===== config.mk =====
export PLATFORM = sky130hd
export DESIGN_NAME = mem_arbiter_flat
export DESIGN_NICKNAME = d
export VERILOG_FILES = /design/src/rtl/mem_arbiter_if.sv /design/src/rtl/mem_arbiter.sv /design/src/flat_wrapper.sv
export SDC_FILE = /design/constraint.sdc
export NUM_CORES = 1
export LEC_CHECK = 0
export ABC_AREA = 1
export CAP_MARGIN = 20
export CORE_MARGIN = 3
export CORE_UTILIZATION = 41
export CTS_CLUSTER_SIZE = 24
export DETAILED_ROUTE_END_ITERATION = 16
export PLACE_DENSITY_LB_ADDON = 0.15
export SETUP_SLACK_MARGIN = 0.15
export SYNTH_ARGS = -nofsm -noshare
export SYNTH_HDL_FRONTEND = slang
export SYNTH_SLANG_ARGS = --single-unit

===== constraint.sdc =====
create_clock -name clk -period 2 [get_ports clk]
set_input_delay 0.4 -clock clk [delete_from_list [all_inputs] [get_ports clk]]
set_output_delay 0.4 -clock clk [all_outputs]
set_load 0.03 [all_outputs]

===== src/rtl/mem_arbiter_if.sv =====
// Bundle of requester, response and memory-side signals around mem_arbiter.
interface mem_arbiter_if #(
    parameter int unsigned AWIDTH = 32,
    parameter int unsigned DWIDTH = 32
);
    // Fetch requester
    logic              f_req_i;
    logic [AWIDTH-1:0] f_addr_i;
    logic              f_gnt_o;
    logic              f_rsp_vld_o;
    logic [DWIDTH-1:0] f_rsp_data_o;

    // Load/store requester
    logic              d_req_i;
    logic              d_we_i;
    logic [AWIDTH-1:0] d_addr_i;
    logic [DWIDTH-1:0] d_wdata_i;
    logic              d_gnt_o;
    logic              d_rsp_vld_o;
    logic [DWIDTH-1:0] d_rsp_data_o;

    // Shared response qualifier
    logic              rsp_err_o;

    // Memory side
    logic [AWIDTH-1:0] mem_addr_o;
    logic [DWIDTH-1:0] mem_data_o;
    logic              mem_read_en_o;
    logic              mem_write_en_o;
    logic [DWIDTH-1:0] mem_data_i;
    logic              mem_data_vld_i;

    // Status
    logic              busy_o;

    // Arbiter side
    modport slave (
        input  f_req_i, f_addr_i,
        input  d_req_i, d_we_i, d_addr_i, d_wdata_i,
        input  mem_data_i, mem_data_vld_i,
        output f_gnt_o, f_rsp_vld_o, f_rsp_data_o,
        output d_gnt_o, d_rsp_vld_o, d_rsp_data_o,
        output rsp_err_o,
        output mem_addr_o, mem_data_o, mem_read_en_o, mem_write_en_o,
        output busy_o
    );

    // Requesters and memory side
    modport master (
        output f_req_i, f_addr_i,
        output d_req_i, d_we_i, d_addr_i, d_wdata_i,
        output mem_data_i, mem_data_vld_i,
        input  f_gnt_o, f_rsp_vld_o, f_rsp_data_o,
        input  d_gnt_o, d_rsp_vld_o, d_rsp_data_o,
        input  rsp_err_o,
        input  mem_addr_o, mem_data_o, mem_read_en_o, mem_write_en_o,
        input  busy_o
    );
endinterface


===== src/rtl/mem_arbiter.sv =====
// Single-port memory arbiter: data requests win, a streak limit lets a
// waiting fetch in, each access runs grant -> ACCESS -> registered response.
module mem_arbiter #(
    parameter int unsigned AWIDTH       = 32,
    parameter int unsigned DWIDTH       = 32,
    parameter int unsigned MAX_D_STREAK = 4,
    parameter int unsigned TIMEOUT      = 16
) (
    input  logic         clk,
    input  logic         rst,
    mem_arbiter_if.slave bus
);
    localparam int unsigned SW = $clog2(MAX_D_STREAK + 1);
    localparam int unsigned TW = $clog2(TIMEOUT);
    localparam logic [SW-1:0] STREAK_MAX = SW'(MAX_D_STREAK);
    localparam logic [TW-1:0] TCNT_LAST  = TW'(TIMEOUT - 1);

    typedef enum logic [0:0] {
        IDLE   = 1'b0,
        ACCESS = 1'b1
    } state_e;

    state_e            state_q,      state_d;
    logic              owner_q,      owner_d;       // 1 = data requester
    logic              we_q,         we_d;
    logic [AWIDTH-1:0] addr_q,       addr_d;
    logic [DWIDTH-1:0] wdata_q,      wdata_d;
    logic              rd_en_q,      rd_en_d;
    logic              wr_en_q,      wr_en_d;
    logic [SW-1:0]     streak_q,     streak_d;
    logic [TW-1:0]     tcnt_q,       tcnt_d;
    logic              f_rsp_vld_q,  f_rsp_vld_d;
    logic              d_rsp_vld_q,  d_rsp_vld_d;
    logic [DWIDTH-1:0] f_rsp_data_q, f_rsp_data_d;
    logic [DWIDTH-1:0] d_rsp_data_q, d_rsp_data_d;
    logic              rsp_err_q,    rsp_err_d;

    logic              f_gnt_c;
    logic              d_gnt_c;
    logic              exit_c;
    logic              err_c;
    logic [DWIDTH-1:0] rdata_c;

    // State and datapath registers, synchronous active-low reset
    always_ff @(posedge clk) begin
        if (!rst) begin
            state_q      <= IDLE;
            owner_q      <= 1'b0;
            we_q         <= 1'b0;
            addr_q       <= '0;
            wdata_q      <= '0;
            rd_en_q      <= 1'b0;
            wr_en_q      <= 1'b0;
            streak_q     <= '0;
            tcnt_q       <= '0;
            f_rsp_vld_q  <= 1'b0;
            d_rsp_vld_q  <= 1'b0;
            f_rsp_data_q <= '0;
            d_rsp_data_q <= '0;
            rsp_err_q    <= 1'b0;
        end else begin
            state_q      <= state_d;
            owner_q      <= owner_d;
            we_q         <= we_d;
            addr_q       <= addr_d;
            wdata_q      <= wdata_d;
            rd_en_q      <= rd_en_d;
            wr_en_q      <= wr_en_d;
            streak_q     <= streak_d;
            tcnt_q       <= tcnt_d;
            f_rsp_vld_q  <= f_rsp_vld_d;
            d_rsp_vld_q  <= d_rsp_vld_d;
            f_rsp_data_q <= f_rsp_data_d;
            d_rsp_data_q <= d_rsp_data_d;
            rsp_err_q    <= rsp_err_d;
        end
    end

    // Arbitration, access sequencing, timeout and response generation
    always_comb begin
        state_d      = state_q;
        owner_d      = owner_q;
        we_d         = we_q;
        addr_d       = addr_q;
        wdata_d      = wdata_q;
        rd_en_d      = rd_en_q;
        wr_en_d      = wr_en_q;
        streak_d     = streak_q;
        tcnt_d       = tcnt_q;
        f_rsp_vld_d  = 1'b0;
        d_rsp_vld_d  = 1'b0;
        f_rsp_data_d = '0;
        d_rsp_data_d = '0;
        rsp_err_d    = 1'b0;
        f_gnt_c      = 1'b0;
        d_gnt_c      = 1'b0;
        exit_c       = 1'b0;
        err_c        = 1'b0;
        rdata_c      = '0;

        case (state_q)
            IDLE: begin
                // Grants are suppressed while reset is held
                if (rst) begin
                    if (bus.d_req_i && (!bus.f_req_i || streak_q != STREAK_MAX)) begin
                        d_gnt_c = 1'b1;
                    end else if (bus.f_req_i) begin
                        f_gnt_c = 1'b1;
                    end
                end

                if (!bus.f_req_i || f_gnt_c) begin
                    streak_d = '0;
                end else if (d_gnt_c && streak_q != STREAK_MAX) begin
                    streak_d = streak_q + SW'(1);
                end

                if (d_gnt_c || f_gnt_c) begin
                    state_d = ACCESS;
                    owner_d = d_gnt_c;
                    we_d    = d_gnt_c & bus.d_we_i;
                    addr_d  = d_gnt_c ? bus.d_addr_i : bus.f_addr_i;
                    wdata_d = d_gnt_c ? bus.d_wdata_i : '0;
                    rd_en_d = !(d_gnt_c & bus.d_we_i);
                    wr_en_d = d_gnt_c & bus.d_we_i;
                    tcnt_d  = '0;
                end
            end

            ACCESS: begin
                // Writes finish after one cycle; reads wait for valid or timeout
                if (we_q) begin
                    exit_c = 1'b1;
                end else if (bus.mem_data_vld_i) begin
                    exit_c  = 1'b1;
                    rdata_c = bus.mem_data_i;
                end else if (tcnt_q == TCNT_LAST) begin
                    exit_c = 1'b1;
                    err_c  = 1'b1;
                end else begin
                    tcnt_d = tcnt_q + TW'(1);
                end

                if (exit_c) begin
                    state_d      = IDLE;
                    we_d         = 1'b0;
                    addr_d       = '0;
                    wdata_d      = '0;
                    rd_en_d      = 1'b0;
                    wr_en_d      = 1'b0;
                    tcnt_d       = '0;
                    f_rsp_vld_d  = !owner_q;
                    d_rsp_vld_d  = owner_q;
                    f_rsp_data_d = owner_q ? '0 : rdata_c;
                    d_rsp_data_d = owner_q ? rdata_c : '0;
                    rsp_err_d    = err_c;
                end
            end

            default: begin
                state_d = IDLE;
            end
        endcase
    end

    assign bus.f_gnt_o        = f_gnt_c;
    assign bus.d_gnt_o        = d_gnt_c;
    assign bus.f_rsp_vld_o    = f_rsp_vld_q;
    assign bus.d_rsp_vld_o    = d_rsp_vld_q;
    assign bus.f_rsp_data_o   = f_rsp_data_q;
    assign bus.d_rsp_data_o   = d_rsp_data_q;
    assign bus.rsp_err_o      = rsp_err_q;
    assign bus.mem_addr_o     = addr_q;
    assign bus.mem_data_o     = wdata_q;
    assign bus.mem_read_en_o  = rd_en_q;
    assign bus.mem_write_en_o = wr_en_q;
    assign bus.busy_o         = (state_q == ACCESS);
endmodule


===== src/flat_wrapper.sv =====
// flat-port wrapper written by rule: the top's interface ports become plain ports
module mem_arbiter_flat 
#(
    parameter int unsigned AWIDTH       = 32,
    parameter int unsigned DWIDTH       = 32,
    parameter int unsigned MAX_D_STREAK = 4,
    parameter int unsigned TIMEOUT      = 16
)
  (clk, rst, bus_f_req_i, bus_f_addr_i, bus_d_req_i, bus_d_we_i, bus_d_addr_i, bus_d_wdata_i, bus_mem_data_i, bus_mem_data_vld_i, bus_f_gnt_o, bus_f_rsp_vld_o, bus_f_rsp_data_o, bus_d_gnt_o, bus_d_rsp_vld_o, bus_d_rsp_data_o, bus_rsp_err_o, bus_mem_addr_o, bus_mem_data_o, bus_mem_read_en_o, bus_mem_write_en_o, bus_busy_o);
  mem_arbiter_if #(.AWIDTH(AWIDTH), .DWIDTH(DWIDTH)) bus_i ();
  input  logic clk;
  input  logic rst;
  input wire logic [$bits(bus_i.f_req_i)-1:0] bus_f_req_i;
  input wire logic [$bits(bus_i.f_addr_i)-1:0] bus_f_addr_i;
  input wire logic [$bits(bus_i.d_req_i)-1:0] bus_d_req_i;
  input wire logic [$bits(bus_i.d_we_i)-1:0] bus_d_we_i;
  input wire logic [$bits(bus_i.d_addr_i)-1:0] bus_d_addr_i;
  input wire logic [$bits(bus_i.d_wdata_i)-1:0] bus_d_wdata_i;
  input wire logic [$bits(bus_i.mem_data_i)-1:0] bus_mem_data_i;
  input wire logic [$bits(bus_i.mem_data_vld_i)-1:0] bus_mem_data_vld_i;
  output wire logic [$bits(bus_i.f_gnt_o)-1:0] bus_f_gnt_o;
  output wire logic [$bits(bus_i.f_rsp_vld_o)-1:0] bus_f_rsp_vld_o;
  output wire logic [$bits(bus_i.f_rsp_data_o)-1:0] bus_f_rsp_data_o;
  output wire logic [$bits(bus_i.d_gnt_o)-1:0] bus_d_gnt_o;
  output wire logic [$bits(bus_i.d_rsp_vld_o)-1:0] bus_d_rsp_vld_o;
  output wire logic [$bits(bus_i.d_rsp_data_o)-1:0] bus_d_rsp_data_o;
  output wire logic [$bits(bus_i.rsp_err_o)-1:0] bus_rsp_err_o;
  output wire logic [$bits(bus_i.mem_addr_o)-1:0] bus_mem_addr_o;
  output wire logic [$bits(bus_i.mem_data_o)-1:0] bus_mem_data_o;
  output wire logic [$bits(bus_i.mem_read_en_o)-1:0] bus_mem_read_en_o;
  output wire logic [$bits(bus_i.mem_write_en_o)-1:0] bus_mem_write_en_o;
  output wire logic [$bits(bus_i.busy_o)-1:0] bus_busy_o;
  assign bus_i.f_req_i = bus_f_req_i;
  assign bus_i.f_addr_i = bus_f_addr_i;
  assign bus_i.d_req_i = bus_d_req_i;
  assign bus_i.d_we_i = bus_d_we_i;
  assign bus_i.d_addr_i = bus_d_addr_i;
  assign bus_i.d_wdata_i = bus_d_wdata_i;
  assign bus_i.mem_data_i = bus_mem_data_i;
  assign bus_i.mem_data_vld_i = bus_mem_data_vld_i;
  assign bus_f_gnt_o = bus_i.f_gnt_o;
  assign bus_f_rsp_vld_o = bus_i.f_rsp_vld_o;
  assign bus_f_rsp_data_o = bus_i.f_rsp_data_o;
  assign bus_d_gnt_o = bus_i.d_gnt_o;
  assign bus_d_rsp_vld_o = bus_i.d_rsp_vld_o;
  assign bus_d_rsp_data_o = bus_i.d_rsp_data_o;
  assign bus_rsp_err_o = bus_i.rsp_err_o;
  assign bus_mem_addr_o = bus_i.mem_addr_o;
  assign bus_mem_data_o = bus_i.mem_data_o;
  assign bus_mem_read_en_o = bus_i.mem_read_en_o;
  assign bus_mem_write_en_o = bus_i.mem_write_en_o;
  assign bus_busy_o = bus_i.busy_o;
  mem_arbiter #(.AWIDTH(AWIDTH), .DWIDTH(DWIDTH), .MAX_D_STREAK(MAX_D_STREAK), .TIMEOUT(TIMEOUT)) u_core (.clk(clk), .rst(rst), .bus(bus_i));
endmodule

Word-level counts from Yosys, hierarchy flattened
Index checks and enable logic that the tools add are counted.
{"block": "op_classes", "addsub": 2, "eq_ne": 7, "muxes": 38, "n_bitwise": 4, "n_reduce_logical": 17}
{"operator": "$mux W32", "n": 7}
{"operator": "$pmux W32 S2", "n": 2}
{"operator": "$mux W4", "n": 5}
{"operator": "$mux W1", "n": 18}
{"operator": "$ne A3 B3 Y1 const B", "n": 4}
{"operator": "$pmux W4 S2", "n": 1}
{"operator": "$reduce_and A4 Y1", "n": 2}
{"operator": "$mux W3", "n": 2}
{"operator": "$pmux W1 S2", "n": 3}
{"operator": "$reduce_and A2 Y1", "n": 3}
{"operator": "$reduce_or A5 Y1", "n": 1}
{"operator": "$add A4 B1 Y4 const B", "n": 1}
{"operator": "$eq A4 B4 Y1 const B", "n": 1}
{"operator": "$reduce_or A4 Y1", "n": 1}
{"operator": "$add A3 B1 Y3 const B", "n": 1}
{"operator": "$logic_not A1 Y1", "n": 3}
{"operator": "$logic_or A1 B1 Y1", "n": 3}
{"operator": "$not A1 Y1", "n": 3}
{"operator": "$reduce_and A3 Y1", "n": 1}
{"operator": "$logic_and A1 B1 Y1", "n": 2}
{"operator": "$ne A2 B1 Y1 const B", "n": 1}
{"operator": "$ne A2 B2 Y1 const B", "n": 1}
{"operator": "$reduce_bool A2 Y1", "n": 1}
{"operator": "$and A1 B1 Y1", "n": 1}
{"block": "totals", "reg_bits": 142, "inputBits": 134, "out_inout_bits": 136, "elab_cells": 81}

Logic depth before layout (Yosys ltp)
Gate-level depths: netlist of the first run.
{"block": "logic_depth", "word_depth": 10, "mapped_depth": 10}

Least setup slack after synthesis of the first run
No wires, ideal clock.
{"block": "synth_path", "path_type": "reg2out", "from": "register u_core.streak_q[0]", "to": "output port bus_f_gnt_o", "arrival_ps": 1224, "t_required_ps": 1600, "path_slack_ps": 376, "path_stages_with_launch": 7, "n_path_buf": 0, "cell_sequence": "dfxtp_1 > inv_1 > ha_1 > nand3_4 > nand2_1 > nand3_1 > nor2_1"}
{"block": "synth_between", "elab_chain_cells": 7}
{"item": "from (decl)", "line_no": "mem_arbiter.sv:30", "source": "logic [SW-1:0] streak_q, streak_d;"}
{"item": "from (signal assigned)", "line_no": "mem_arbiter.sv:69", "source": "streak_q <= streak_d;"}
{"item": "$ne A3 B3 Y1", "line_no": "mem_arbiter.sv:105", "source": "if (bus.d_req_i && (!bus.f_req_i || streak_q != STREAK_MAX)) begin"}
{"item": "$logic_or A1 B1 Y1", "line_no": "mem_arbiter.sv:105"}
{"item": "$logic_and A1 B1 Y1", "line_no": "mem_arbiter.sv:105"}
{"item": "$mux W1", "line_no": "mem_arbiter.sv:105"}
{"item": "$mux W1", "line_no": "mem_arbiter.sv:104", "source": "if (rst) begin"}
{"item": "$mux W1 (2 in series)", "line_no": "mem_arbiter.sv:101", "source": "case (state_q)"}
{"item": "to (decl)", "line_no": "flat_wrapper.sv:21", "source": "output wire logic [$bits(bus_i.f_gnt_o)-1:0] bus_f_gnt_o;"}
Every way passes these cells. The select of a mux whose other input is x is not followed.

Worst setup path in the final report of the first run
Ends and elaborated chain as after synthesis.

==> results of run 1 <==
## cell families after synthesis
| kind of cell | count (synthesis) | synth area share, % |
|---|---|---|
| DFF | 142 | 49.0 |
| AOI/OAI and AO/OA | 76 | 6.80 |
| xor gates and xnor gates | 1 | 0.151 |
| and+or+nand+nor | 332 | 31.3 |
| adders and majority gates | 3 | 0.648 |
| buffers and inverters | 157 | 12.1 |
## registers in the layout, indices dropped and copies added, names as in the netlist, 3 cells and up
signal and cells:
u_core.streak_q 3, u_core.bus.mem_addr_o 32, u_core.bus.f_rsp_data_o 32, u_core.bus.mem_data_o 32
u_core.tcnt_q 4, u_core.bus.d_rsp_data_o 32
## cell type report
class | count | area, sq um | area share [%]
Timing Repair Buffer | 305 | 3180 | 33.4
Sequential cell | 142 | 2850 | 29.8
Multi-Input combinational cell | 412 | 2280 | 23.9
Clock buffer | 20 | 437 | 4.58
Inverter | 109 | 409 | 4.29
Tap cell | 176 | 220 | 2.31
Clock inverter | 12 | 161 | 1.69
Antenna cell | 1 | 2.50 | 0.0262
## through the flow
stage	std cells	setup WS, ps	instance area (sq um)
6_report	1177	117	9540
5_1_grt	1177	43.3	9540
4_1_cts	1174	105	9390
3_5_place_dp	1140	29.4	8770
3_3_place_gp	1140	54.4	8770
2_1_floorplan	711	376	5800
## what timing repair did
item | CTS | global route
gates resized for setup | 29 | 53
setup endpoints to repair | 19 | 55
buffers inserted | 2 | 2
pin swaps | 3 | 3
## cells in the mapped netlist
library cell,n,area share (%)
sky130_fd_sc_hd__nand2_1,173,11
sky130_fd_sc_hd__o211ai_1,1,0.13
sky130_fd_sc_hd__o21ai_0,4,0.35
sky130_fd_sc_hd__inv_1,105,6.8
sky130_fd_sc_hd__nand2_2,2,0.22
sky130_fd_sc_hd__nor2_4,2,0.39
sky130_fd_sc_hd__buf_4,6,0.78
sky130_fd_sc_hd__o21ai_2,1,0.15
sky130_fd_sc_hd__nor2_2,1,0.11
sky130_fd_sc_hd__nor3_2,58,10
sky130_fd_sc_hd__buf_2,17,1.5
sky130_fd_sc_hd__clkbuf_1,9,0.58
sky130_fd_sc_hd__nor3_1,6,0.52
sky130_fd_sc_hd__nand3_1,47,4.1
sky130_fd_sc_hd__o211ai_2,1,0.22
sky130_fd_sc_hd__buf_1,7,0.45
sky130_fd_sc_hd__ha_1,3,0.65
sky130_fd_sc_hd__nor2_1,16,1.0
sky130_fd_sc_hd__a21oi_1,69,6.0
sky130_fd_sc_hd__nand3b_1,20,2.6
sky130_fd_sc_hd__nand4_1,5,0.54
sky130_fd_sc_hd__dfxtp_1,142,49
sky130_fd_sc_hd__nand3_4,2,0.60
sky130_fd_sc_hd__inv_2,4,0.26
sky130_fd_sc_hd__xnor2_1,1,0.15
sky130_fd_sc_hd__buf_6,9,1.7
## worst min path at each step
stage / slack [ps] / cells after the start / endpoint
after floorplan: 450 / 1 / u_core.tcnt_q[0]
after global placement: 450 / 2 / u_core.bus.mem_data_o[0]
after detailed placement: 450 / 2 / u_core.bus.mem_data_o[9]
after CTS: 460 / 2 / u_core.bus.mem_data_o[0]
after global routing: 470 / 2 / u_core.bus.mem_data_o[7]
final: 450 / 2 / u_core.bus.mem_data_o[9]
## worst register-to-register path: cells and delay by family, from the launching register on
family / cells / cell delay, ps
compound gates: 1 / 160
flops: 1 / 330
fa+ha+maj: 1 / 220
simple gates: 5 / 530
buf+inv: 2 / 270
## where the power goes
| part | leakage, nW | total [mW] | switching [mW] | internal, mW |
|---|---|---|---|---|
| sequential | 1.16 | 2.98 | 0.0459 | 2.94 |
| combinational | 3.52 | 1.27 | 0.683 | 0.583 |
| clock | 0.281 | 3.19 | 1.22 | 1.97 |
| total | 4.95 | 7.44 | 1.95 | 5.49 |
## metal layers
metal | wire length [um] | track usage [%] | vias up
li1 | - | - | 2783
met1 | 6840 | 24.6 | 2402
met2 | 8090 | 35.8 | 186
met3 | 1270 | 6.99 | 12
met4 | 171 | 6.12 | 0
met5 | 0 | 0 | -
==> results, run 1 <==
- The flow ran to the end, and the final reports show no timing, DRC or antenna violations.
- In this run the vertical extent of the chip is between 100 and 150 um.
- Port buffering added 269 buffers.
- In this run the number of H-tree levels came out at 4.
- The die covers 15600 sq um.
- Measured against its own limit, the worst slew margin works out to 73.7%.
- The initial antenna violation count is 1.
- For this run, design rule violations remaining after detail routing come to 0.
- Subtracting the final worst setup slack from the clock period gives around 1900 ps.
- The number of endpoints failing setup at the final stage is 0.
- The path type of the worst setup path is reg2out.
- Clock tree synthesis inserted a total of 17 buffers.
- Leaving out fill and tap cells, the most frequent cells in the layout are sky130_fd_sc_hd__clkdlybuf4s50_1, sky130_fd_sc_hd__nand2_1, sky130_fd_sc_hd__dfxtp_1, sky130_fd_sc_hd__inv_1, sky130_fd_sc_hd__a21oi_1.
- For this run, the top clock speed supported by timing is 0.531 GHz.
- The synthesized netlist net count is 848.
- The global routing usage summed across all routing layers is 20.8%.
- The root buffer cell is sky130_fd_sc_hd__clkbuf_16.
- After synthesis, flip-flops and latches occupy 49.0% of the total area.
- In this run the worst hold path is classified as reg2reg.
- Cells fill between 70% and 80% of the core in the end.
- The sum of internal, switching and leakage power is roughly 7.4 mW.
- The number of pins exceeding their max-slew limit in the final report is 0.
- Walking the worst path, the cells encountered are inv_2 > ha_4 > nand3_4 > nand2_2 > nand3_2 > nor2_1 > buf_4.
- The initial utilization of the core area, before any placement, comes to a little over two fifths.
- The total global routing overflow is 0.
- In this design, the largest share of critical-path delay is due to simple AND/OR/NAND/NOR gates.
- For this design the top-level I/O count stands at between 200 and 300.
- The first-pass iteration count of the detailed router is 4.
- From left edge to right edge, the die measures 125 um.
- At the end of the flow, the number of nets in the layout was 1124.
- The post-synthesis to final-layout area growth is 64.5%.
- The slew of the pin with the lowest slew margin is 397 ps.
- The power per cell area is 780 nW/um^2.
- For this design, the sink count on the clock tree is between 100 and 150.
- Of the cells placed in the final design, the portion with a size suffix greater than 1 is approximately 15%.
- The source of the worst register-to-register timing path is u_core.tcnt_q[0].
- The number of max-cap violations is 0.
- The startpoint of the worst hold path is u_core.bus.mem_data_o[9].
- The slowest stage of the critical path belongs to the cell sky130_fd_sc_hd__dfxtp_2.
- The Yosys step of the flow raised 0 warnings.
- Setup repair after global routing could not meet its margin everywhere.
- The first global-routing pass estimated 26.5 mm of wire.
- The endpoint of the worst register-to-register path is u_core.bus.mem_data_o[15].
- At the later pin of the worst-skew pair, clock insertion delay measures 410 ps.
- The count of buffering cells on the critical path with inverters included is 2.
- Data on the critical path arrives at its endpoint at 1480 ps.
- The setup slack of the worst register-to-register path is 420 ps.
- The sum of negative setup slack is 0 ps.
- The termination of the worst setup path is bus_f_gnt_o.
- The floorplan row count is 42.
- The number of fill cells in the layout is about 1100.
- The estimated wirelength of the detail-placed design is 11.7 mm.
- The total stage count of the critical path is 7.
- Hold timing on the final database bottoms out at a slack of roughly 450 ps.
- Across the VDD grid, the largest voltage drop is 506 uV.
- The logic depth of the worst register-to-register path is 9.
- The detail-routed net length per standard cell is 13.9 um.
- The remaining number of nets flagged by the antenna check after routing is 0.
- The starting DRC count in detailed routing is 214.
- The clock-pin slew of the registers on the worst-case setup and hold paths is 60 ps.
- The via count of the first global-routing pass was approximately 5200.
- The weighted congestion reported at the end of routability-driven placement is 0.797.
- The biggest fanout along the worst timing path is 3.
- The routed design has around 16 mm of wire.
- The static leakage is 4.95 nW.
- The number of hold-slack violations in the final timing report came to 0.
- The largest stage delay on the critical path is roughly 320 ps.
- The launch point of the worst path is u_core.streak_q[0].
- The total number of vias is 5383.
- In this run the deepest clock path goes through 2 buffers.
- In this run, synthesis produced a sequential element count of 142.
- STA classifies the critical path startpoint as a register.
- The number of buffers added to fix hold violations after cts is 0.
- In the synthesized netlist, the number of instances is 711.
- At the worst endpoint, the required time is between 1500 and 2000 ps.
- After synthesis, the mean cell area works out to 8.15 sq um.
- The count of unique library cells instantiated by Yosys is 26.
- The most common cell after layout, fill and taps aside is sky130_fd_sc_hd__clkdlybuf4s50_1.
- The ratio of routed vias to standard cells is 4.57.
- In the finished design, the share of the clock period the worst path needs comes to 94.2%.
- The largest clock skew in the final design is 8.58 ps.
- The core footprint is about 14000 sq um.
- TritonCTS built the clock tree.
- The critical path capture point type is an output pin.
- In this run the cell area of the synthesized design comes to between 5000 and 6000 sq um.
- Entering global routing, the biggest net connects 43 pins.
(Power assumes the default switching activity.)
==> run 2: changes to the inputs <==
CELL_PAD_IN_SITES_DETAIL_PLACEMENT = 1   (was default)
CELL_PAD_IN_SITES_GLOBAL_PLACEMENT = 1   (was default)
CORE_UTILIZATION = 29   (was 41)
==> run 2 against run 1 <==
- power is 2.9% lower
- clock skew hardly changed
- sequential power is essentially flat
- largest power group is now registers
- via count grew 2.3%
- combinational power barely moved
- flip-flop and latch count did not move
- sequential share of layout area is 0.18 points lower
- wire length rose by 15%
- critical path depth did not move
- cell area is 0.62% higher
- setup slack better by 13 ps
- critical path type unchanged
==> results, run 2 (synthesized netlist as in run 1, its figures left out) <==
- The sequential cell area was 2850 sq um (unchanged).
- The worst endpoint data arrival time came to 1470 ps (about the same).
- The die outline width came to 147 um (+18%).
- The placed cell count is 1233 (+8.2%).
- The largest stage delay on the critical path is 320 ps (about the same).
- The post-route clock period utilization is 93.5% (-0.66 points).
- The sum of negative setup slack is 0 ps (unchanged).
- The count of pins on the block boundary came to 270 (unchanged).
- The number of buffers inserted during clock tree synthesis is 17 (unchanged).
- The post-detailed-routing wire length is 18.9 mm (+15%).
- The starting DRC count in detailed routing came to 144 (-33%).
- The number of hold-slack violations in the final timing report is 0 (unchanged).
- The most critical setup path has its startpoint at u_core.streak_q[0].
- The final period demand of the worst path is 1870 ps (-13.3 ps).
- The final cell count without fillers came to 1274 (+8.2%).
- The critical path capture point type is an output pin.
- The initial standard-cell utilization of the core is 29.7% (-13 points).
- The total net switching power was 2.08 mW (+7.2%).
- The number of max-cap violations came to 0 (unchanged).
- The total global routing overflow was 0 (unchanged).
- The clock latency at the later pin of the worst-skew pair is 420 ps (about the same).
- Leaving out fill and tap cells, the most frequent cell in the layout is sky130_fd_sc_hd__clkdlybuf4s50_1.
- The worst hold path belongs to the class reg2reg.
- Traced cell by cell, the critical path runs through inv_2 > ha_4 > nand3_4 > nand2_2 > nand3_4 > nor2_4 > buf_12.
- The logic gate share of total power is 17.7% (+0.7 points).
- The number of endpoints failing setup at the final stage is 0 (unchanged).
- The diode insertion count for antenna repair is 0 (-1).
- The number of buffers added to fix hold violations after cts is 0 (unchanged).
- The remaining number of nets flagged by the antenna check after routing is 0 (unchanged).
- Setup repair after global routing could not meet its margin everywhere.
- The final standard cell utilization of the core is 49.1% (-21 points).
- The largest clock skew in the final design came to 8.52 ps (-0.0627 ps).
- The detail-routed net length per standard cell is 14.8 um (+6.7%).
- The initial antenna violation count was 1 (unchanged).
- The global routing usage summed across all routing layers was 17.2% (-3.6 points).
- The fraction of power spent switching nets is 28.9% (+2.7 points).
- The multi-input gate area in the final layout is 2300 sq um (+0.66%).
- The headroom to the max-slew limit came to 72.9% (-0.71 points).
- The worst slack after detailed placement was -66.0 ps (-95.4 ps).
- The cell-internal power was 5.14 mW (-6.5%).
- The post-route worst hold slack is 458 ps (+3.29 ps).
- Grouping stages by cell kind, the critical path spends the most delay in simple AND/OR/NAND/NOR gates.
- The number of fill cells in the layout came to 2353 (+120%).
- The post-synthesis to final-layout area growth is 65.6%.
- The slew of the pin with the lowest slew margin is 406 ps (+9.13 ps).
- The total number of vias was 5506 (+2.3%).
- The number of input and output port buffers inserted was 269 (unchanged).
- The number of nets in the final layout is 1133 (+0.80%).
- The remaining design rule violation count came to 0 (unchanged).
- The ratio of routed vias to standard cells is 4.32 (-5.5%).
- The cell sitting at the root of the clock tree is a sky130_fd_sc_hd__clkbuf_16.
- The static leakage is 4.79 nW (-3.4%).
- The floorplan row count came to 51 (+21%).
- The clock tree buffer depth is 2 (unchanged).
- The weighted congestion reported at the end of routability-driven placement is 0.746 (-6.3%).
- The H-tree depth reported by CTS is 4 (unchanged).
- The final worst setup slack is 130 ps (+13.3 ps).
- The estimated wirelength of the detail-placed design is 14.1 mm (+20%).
- The highest attainable clock frequency is 0.535 GHz (+0.71%).
- The worst setup path is launched from a register.
- The biggest fanout along the worst timing path is 3 (unchanged).
- The number of pins exceeding their max-slew limit in the final report is 0 (unchanged).
- The top cell types in the final layout, fill and taps aside, are sky130_fd_sc_hd__clkdlybuf4s50_1, sky130_fd_sc_hd__nand2_1, sky130_fd_sc_hd__dfxtp_1, sky130_fd_sc_hd__inv_1, sky130_fd_sc_hd__a21oi_1.
- The core footprint is 19500 sq um (+44%).
- The power per cell area is 753 nW/um^2 (-3.5%).
- The count of buffering cells on the critical path with inverters included is 2 (unchanged).
- The TritonCTS clock tree is yes.
- The share of power burned in registers is 41.3% (+1.2 points).
- The source of the worst register-to-register timing path is u_core.streak_q[0].
- The fraction of layout cells with a size suffix above 1 is 15.8% (+1.2 points).
- The floorplan die height is 147 um (+18%).
- The cell with the largest stage delay on the worst path is sky130_fd_sc_hd__dfxtp_2.
- The run finished with clean final reports.
- The via count of the first global-routing pass is 5673 (+8.8%).
- The maximum VDD drop came to 492 uV (-2.9%).
- The floorplan die area came to 21700 sq um (+39%).
- The startpoint identified for the worst hold timing path is u_core.bus.mem_data_o[24].
- The clock-pin slew of the registers on the worst-case setup and hold paths is 60 ps (about the same).
- The global-route wire length before repair is 30.0 mm (+13%).
- The most numerous cell on the critical path is sky130_fd_sc_hd__nand3_4.
- The clock sink count is 142 (unchanged).
- By startpoint and endpoint, the worst setup path is classified as reg2out.
- The clock power share is 40.9% (-2.0 points).
- The critical path required time is 1600 ps (about the same).
- The largest net degree at the start of global routing came to 45 (+4.7%).
- The first-pass iteration count of the detailed router came to 4 (unchanged).
[run 2: cell count changes in the layout (fill, tap and decap cells not counted), sizes merged]
cell           delta
buf               +9
bufinv            -3
clkbuf            -3
clkdlybuf4s50    -16
clkinv            +5
clkinvlp          -2
diode             -1
dlygate4sd2      +39
dlymetal6s2s     -23
inv               +3
[run 2: power by group through the flow]
stage / clock network (mW) / registers [mW] / logic, mW
final: 2.96 / 2.98 / 1.28
after global routing: 3.19 / 3.00 / 1.40
after CTS: 3.05 / 2.99 / 1.30
after detailed placement: 0 / 3.05 / 1.34
after global placement: 0 / 3.05 / 1.33
after floorplan: 0 / 3.25 / 0.466
[run 2: metrics by stage]
| stage | area (sq um) | total power [mW] |
|---|---|---|
| floorplan | 5800 | 3.72 |
| global placement | 8930 | 4.38 |
| detailed placement | 8930 | 4.39 |
| CTS | 9480 | 7.34 |
| global route | 9600 | 7.58 |
| finish | 9600 | 7.22 |
[run 2: worst paths after layout]
check,to,slack [ps],depth (start not counted)
worst max-delay path,bus_f_gnt_o,130,7
worst min-delay path,u_core.bus.mem_data_o[24],460,2
worst max register to register,u_core.bus.mem_addr_o[29],280,12
worst min register to register,u_core.bus.mem_data_o[24],460,2
[run 2: routing by layer]
layer  global-route usage, %  part of all wire (%)
met1                    20.2                    43
met2                    29.8                    49
met3                    5.67                   7.0
met4                    5.41                   1.7
met5                       0                 0.069
[run 2: area by class of cell]
type	instances	share of cell area [%]
repair buffers	314	32.9
well taps	265	3.46
clock buffers	17	4.43
flip-flops and latches	142	29.6
inverters	109	4.26
multi-input cells	412	23.9
clock inverters	15	1.40
[run 2: worst min-delay path: stages, from the launching register on]
cell and delay [ps]:
sky130_fd_sc_hd__dfxtp_1 300, sky130_fd_sc_hd__nand2_1 60, sky130_fd_sc_hd__a21oi_1 50
[run 2: repair_timing]
action | CTS | global route
hold endpoints to repair | 0 | 0
endpoints found under the setup margin | 59 | 31
buffers inserted | 6 | 3
gates resized for setup | 67 | 34
pin swaps | 2 | 2
